**config.mk**
```make
export PLATFORM = sky130hd
export DESIGN_NAME = cdb_arbiter_flat
export DESIGN_NICKNAME = d
export VERILOG_FILES = /design/src/rtl/cdb_arbiter_if.sv /design/src/rtl/cdb_arbiter.sv /design/src/flat_wrapper.sv
export SDC_FILE = /design/constraint.sdc
export NUM_CORES = 1
export LEC_CHECK = 0
export ABC_AREA = 1
export CORE_UTILIZATION = 35
export DETAILED_ROUTE_END_ITERATION = 10
export PLACE_DENSITY = 0.76
export SLEW_MARGIN = 20
export SYNTH_ARGS = -nofsm -noshare
export SYNTH_HDL_FRONTEND = slang
export SYNTH_SLANG_ARGS = --single-unit
```
**constraint.sdc**
```tcl
create_clock -name clk -period 3.9 [get_ports clk]
set_input_delay 0.975 -clock clk [delete_from_list [all_inputs] [get_ports clk]]
set_output_delay 0.975 -clock clk [all_outputs]
set_load 0.05 [all_outputs]
```
**src/rtl/cdb_arbiter_if.sv**
```systemverilog
// Bundle of the CDB arbiter's request and broadcast signals.
// The RS side uses the master modport; the arbiter uses the slave modport.
interface cdb_arbiter_if #(
  parameter int N     = 7,
  parameter int TAG_W = 5,
  parameter int XLEN  = 32
);
  // Handshake: an entry raises req[i] with its tag and data and holds all three
  // stable until grant[i] is seen. grant[i] is a one-cycle pulse meaning the
  // result is on the CDB in that cycle. The entry drops req at the edge that
  // ends the grant cycle, and may raise it again on the following cycle.
  logic                flush;
  logic [N-1:0]        req;
  logic [N*TAG_W-1:0]  req_tag;
  logic [N*XLEN-1:0]   req_data;
  logic [N-1:0]        grant;
  logic                cdb_valid;
  logic [TAG_W-1:0]    cdb_tag;
  logic [XLEN-1:0]     cdb_data;

  modport master (
    output flush, req, req_tag, req_data,
    input  grant, cdb_valid, cdb_tag, cdb_data
  );

  modport slave (
    input  flush, req, req_tag, req_data,
    output grant, cdb_valid, cdb_tag, cdb_data
  );
endinterface

```
**src/rtl/cdb_arbiter.sv**
```systemverilog
// Round-robin arbiter for the common data bus. Each cycle it picks one ready
// RS entry, registers that entry's tag and result onto the CDB, and pulses its grant.
module cdb_arbiter #(
  parameter  int N     = 7,
  parameter  int TAG_W = 5,
  parameter  int XLEN  = 32,
  localparam int PTR_W = (N > 1) ? $clog2(N) : 1
) (
  input  logic             clk,
  input  logic             rst,
  cdb_arbiter_if.slave     bus,
  output logic [PTR_W-1:0] ptr
);

  logic [N-1:0]     elig;
  logic             found;
  logic [PTR_W-1:0] win;
  logic [PTR_W-1:0] ptr_nxt;
  logic [N-1:0]     grant_nxt;
  logic [TAG_W-1:0] win_tag;
  logic [XLEN-1:0]  win_data;

  // The entry holding the grant this cycle is masked, so it cannot win twice.
  always_comb begin
    elig  = bus.req & ~bus.grant;
    found = 1'b0;
    win   = '0;
    for (int k = 0; k < N; k++) begin
      int j;
      j = int'(ptr) + k;
      if (j >= N) j = j - N;
      if (!found && elig[j]) begin
        found = 1'b1;
        win   = PTR_W'(j);
      end
    end
  end

  always_comb begin
    win_tag   = '0;
    win_data  = '0;
    grant_nxt = '0;
    for (int i = 0; i < N; i++) begin
      if (PTR_W'(i) == win) begin
        win_tag      = bus.req_tag[i*TAG_W +: TAG_W];
        win_data     = bus.req_data[i*XLEN +: XLEN];
        grant_nxt[i] = found;
      end
    end
    // N need not be a power of two, so the wrap is explicit.
    ptr_nxt = (win == PTR_W'(N - 1)) ? '0 : win + 1'b1;
  end

  always_ff @(posedge clk or posedge rst) begin
    if (rst) begin
      bus.grant     <= '0;
      bus.cdb_valid <= 1'b0;
      bus.cdb_tag   <= '0;
      bus.cdb_data  <= '0;
      ptr           <= '0;
    end else if (bus.flush) begin
      bus.grant     <= '0;
      bus.cdb_valid <= 1'b0;
    end else if (found) begin
      bus.grant     <= grant_nxt;
      bus.cdb_valid <= 1'b1;
      bus.cdb_tag   <= win_tag;
      bus.cdb_data  <= win_data;
      ptr           <= ptr_nxt;
    end else begin
      // Idle: tag and data keep the last broadcast.
      bus.grant     <= '0;
      bus.cdb_valid <= 1'b0;
    end
  end

endmodule

```
**src/flat_wrapper.sv**
```systemverilog
// flat-port wrapper written by rule: the top's interface ports become plain ports
module cdb_arbiter_flat 
#(
  parameter  int N     = 7,
  parameter  int TAG_W = 5,
  parameter  int XLEN  = 32,
  localparam int PTR_W = (N > 1) ? $clog2(N) : 1
)
  (clk, rst, ptr, bus_flush, bus_req, bus_req_tag, bus_req_data, bus_grant, bus_cdb_valid, bus_cdb_tag, bus_cdb_data);
  cdb_arbiter_if #(.N(N), .TAG_W(TAG_W), .XLEN(XLEN)) bus_i ();
  input  logic clk;
  input  logic rst;
  output logic [PTR_W-1:0] ptr;
  input wire logic [$bits(bus_i.flush)-1:0] bus_flush;
  input wire logic [$bits(bus_i.req)-1:0] bus_req;
  input wire logic [$bits(bus_i.req_tag)-1:0] bus_req_tag;
  input wire logic [$bits(bus_i.req_data)-1:0] bus_req_data;
  output wire logic [$bits(bus_i.grant)-1:0] bus_grant;
  output wire logic [$bits(bus_i.cdb_valid)-1:0] bus_cdb_valid;
  output wire logic [$bits(bus_i.cdb_tag)-1:0] bus_cdb_tag;
  output wire logic [$bits(bus_i.cdb_data)-1:0] bus_cdb_data;
  assign bus_i.flush = bus_flush;
  assign bus_i.req = bus_req;
  assign bus_i.req_tag = bus_req_tag;
  assign bus_i.req_data = bus_req_data;
  assign bus_grant = bus_i.grant;
  assign bus_cdb_valid = bus_i.cdb_valid;
  assign bus_cdb_tag = bus_i.cdb_tag;
  assign bus_cdb_data = bus_i.cdb_data;
  cdb_arbiter #(.N(N), .TAG_W(TAG_W), .XLEN(XLEN)) u_core (.clk(clk), .rst(rst), .bus(bus_i), .ptr(ptr));
endmodule
```
==> results_dict.tcl <==
set metrics [dict create \
    outcome "completed" \
    max-slew-margin-rel_pct 38.5 \
    synth_top_area_share_pct 20.9 \
    drv_slew 0 \
    dp_hpwl_mm 22.5 \
    cts-buffers-inserted 5 \
    die_w_um 132 \
    synth_top_cell_by_area "nand2_1" \
    worstMarginPinSlew_ns 0.922 \
    finalSetupViolCount 0 \
    critical_path.startpoint_type "flip-flop" \
    synth_commonest_cells "nand2_1, nand3_1, nor2_1" \
    layout-drive-gt1-share_pct 20.3 \
    route.detailed.drc 0 \
    grt_pass1_wl_mm 43.1 \
    wl_mm 30.6 \
    rsz0062_at_grt "yes" \
    max_freq_mhz 260 \
    syn-num-nets 1341 \
    cp_max_fo 17 \
    antenna_found_initial 0 \
    critPathArrivalTime_ns 4.09 \
    grt_use_met1_pct 34.8 \
    seq_area_sq_mm 0.00121 \
    final_hold_viol_count 0 \
    layout_setup_ws_ns 0.0547 \
    postPlaceCellArea_sq_mm 0.00984 \
    die_h_um 132 \
    core_sq_mm 0.0165 \
    vias 8786 \
    row_count 47 \
    place.gp.congestion 0.976 \
    vias_per_cell 5.31 \
    cts_root_buffer "clkbuf_16" \
    drtAntennaViolNets 0 \
    grt_pass1_vias 7960 \
    postLayoutCellArea_sq_mm 0.0110 \
    syn_to_final_growth_pct 86.0 \
    fin_crit_sh_pct 98.6 \
    endpoint_kind "flip-flop" \
    fin_nets 1719 \
    cts.clk_slew.worst_paths_ns 0.08 \
    grt_max_degree 48 \
    place_ws_ns -0.190 \
    synth_area_sq_mm 0.00592 \
    syn_area_per_cell_sq_um 5.60 \
    ys_types 38 \
    drv_cap 0 \
    cts_max_path_buffers 2 \
    clock_sinks 48 \
    grt-ovfl-total 0 \
    min_period_ns 3.85 \
    skew_ns 0.0101 \
    antenna_cells 0 \
    use_met3_pct 5.81 \
    grt_use_met2_pct 58.9 \
    multi_input_area_sq_mm 0.00460 \
    seq_area_frac_synth_pct 20.3 \
    crit_type "flip-flop to flip-flop" \
    yosys.cell_count.top_type "nand2_1" \
    ys_ff_latch 48 \
    initial_utilization_pct 35.8 \
    synthFlopType "dfrtp_1" \
    cts_tree "yes" \
    synth_edf_count 0 \
    n_fill_cell 1485 \
    wl_per_cell_um 18.5 \
    grt_use_total_pct 31.9 \
    synth.area.top_cells "nand2_1, dfrtp_1, nand3_1" \
    hold_class "flip-flop to flip-flop" \
    tns_ns 0 \
    clock_latency_ns 0.30 \
    yosysWarnings 0 \
    busiest_layer "met2" \
    netlist_instances 1057 \
    drtPass1Iterations 6 \
    fp.dieArea_sq_mm 0.0174 \
    async_reset_ff_share_pct 100 \
    io_pins 317 \
    drtIter0Drc 583 \
    port_buffers 316 \
    cts_max_level 2 \
    required_ns 4.15 \
]
-- worst max-delay path: stages (launching register included) --
cell	delay, ns
dfrtp_4	0.52
inv_4	0.08
ha_4	0.13
inv_2	0.04
fa_2	0.47
o21ai_4	0.24
inv_2	0.10
nand3_2	0.08
o211ai_1	0.09
nand2_2	0.11
nand4_4	0.10
nor2_4	0.18
buf_6	0.13
nand3_2	0.05
nand2_1	0.07
inv_1	0.04
nand2_2	0.08
nand2_4	0.08
buf_6	0.13
nor3_4	0.25
buf_4	0.20
buf_12	0.16
a21oi_1	0.05
nand2_1	0.14
nand2_1	0.07
nand2_1	0.06
nand3_1	0.07
nand2_1	0.06
-- timing repair --
action                                  CTS  global route
hold buffers                              0             0
setup buffers                             0            29
endpoints found under the setup margin    3            37
gates cloned                              0            13
hold endpoints to repair                  0             0
resized for setup                         2           148
pin swaps                                 0            38
-- state kept, by name (all words and copies together) (netlist names) --
signal	count
u_core.bus.cdb_data	32
u_core.bus.grant	7
u_core.bus.cdb_tag	5
u_core.ptr	3
u_core.bus.cdb_valid	1
-- per-layer routing --
layer | share of wire (%) | wire length (um)
met4 | 5.7 | 1730
met2 | 51 | 15700
met3 | 7.2 | 2190
met5 | 0 | 0
met1 | 36 | 11000
-- final timing paths --
| path | startpoint | end | slack, ns | depth (start not counted) |
|---|---|---|---|---|
| setup / recovery | u_core.ptr[1] | u_core.bus.cdb_tag[4] | 0.05 | 27 |
| hold / removal | u_core.bus.cdb_tag[2] | u_core.bus.cdb_tag[2] | 0.48 | 2 |
| setup reg to reg | u_core.ptr[1] | u_core.bus.cdb_tag[4] | 0.05 | 27 |
| hold reg to reg | u_core.bus.cdb_tag[2] | u_core.bus.cdb_tag[2] | 0.48 | 2 |
| max in group asynchronous | rst | u_core.ptr[1] | 2.03 | 2 |
| min in group asynchronous | rst | u_core.bus.cdb_data[5] | 1.18 | 2 |
-- metrics by stage --
step	hold slack, ns	std cells	utilization [%]
2_1_floorplan	0.760	1057	-
3_3_place_gp	0.462	1607	59.5
3_5_place_dp	0.465	1607	59.5
4_1_cts	0.484	1615	60.6
5_1_grt	0.494	1656	66.7
6_report	0.478	1656	66.7
-- layout by cell type, fill, tap and decap left out, types with 6 or more instances in the layout --
master           synthesis  final
clkdlybuf4s50_1          0    316
nand2_1                330    310
nand3_1                210    192
buf_4                    7     83
nor2_1                 110     73
a21oi_1                 74     73
inv_1                   75     62
dfrtp_1                 48     45
nand2_2                 12     25
nor2_2                   4     24
inv_2                   12     22
o21ai_0                 26     21
nor2_4                   2     19
nand3_2                  1     17
clkbuf_16                0     14
buf_12                   0     14
or2_2                   13     13
o21ai_1                 15     12
nand2_4                  2     10
or2_0                   10     10
o21ai_2                  4      9
nand4_1                  8      8
buf_6                    2      8
o211ai_1                 7      7
ha_1                    14      6
-- area by class of cell --
type,instances,area share (%)
multi-input cells,859,41.8
repair buffers,431,40.0
flip-flops and latches,48,11.0
inverters,89,3.12
well taps,220,2.50
clock buffers,5,1.14
clock inverters,3,0.420
repair inverters,1,0.0568
-- kinds of logic (layout without fill, tap and decap cells) --
logic type | after synthesis | in the layout | synth area share (%)
flops | 48 | 48 | 20.3
compound gates | 128 | 128 | 11.4
simple gates | 711 | 712 | 53.2
xor+xnor | 4 | 4 | 0.845
buf+inv | 151 | 529 | 10.9
fa+ha+maj | 15 | 15 | 3.30
Power is not shown: default switching activity piles up to over one toggle a cycle in this logic, so the estimate is an artifact.
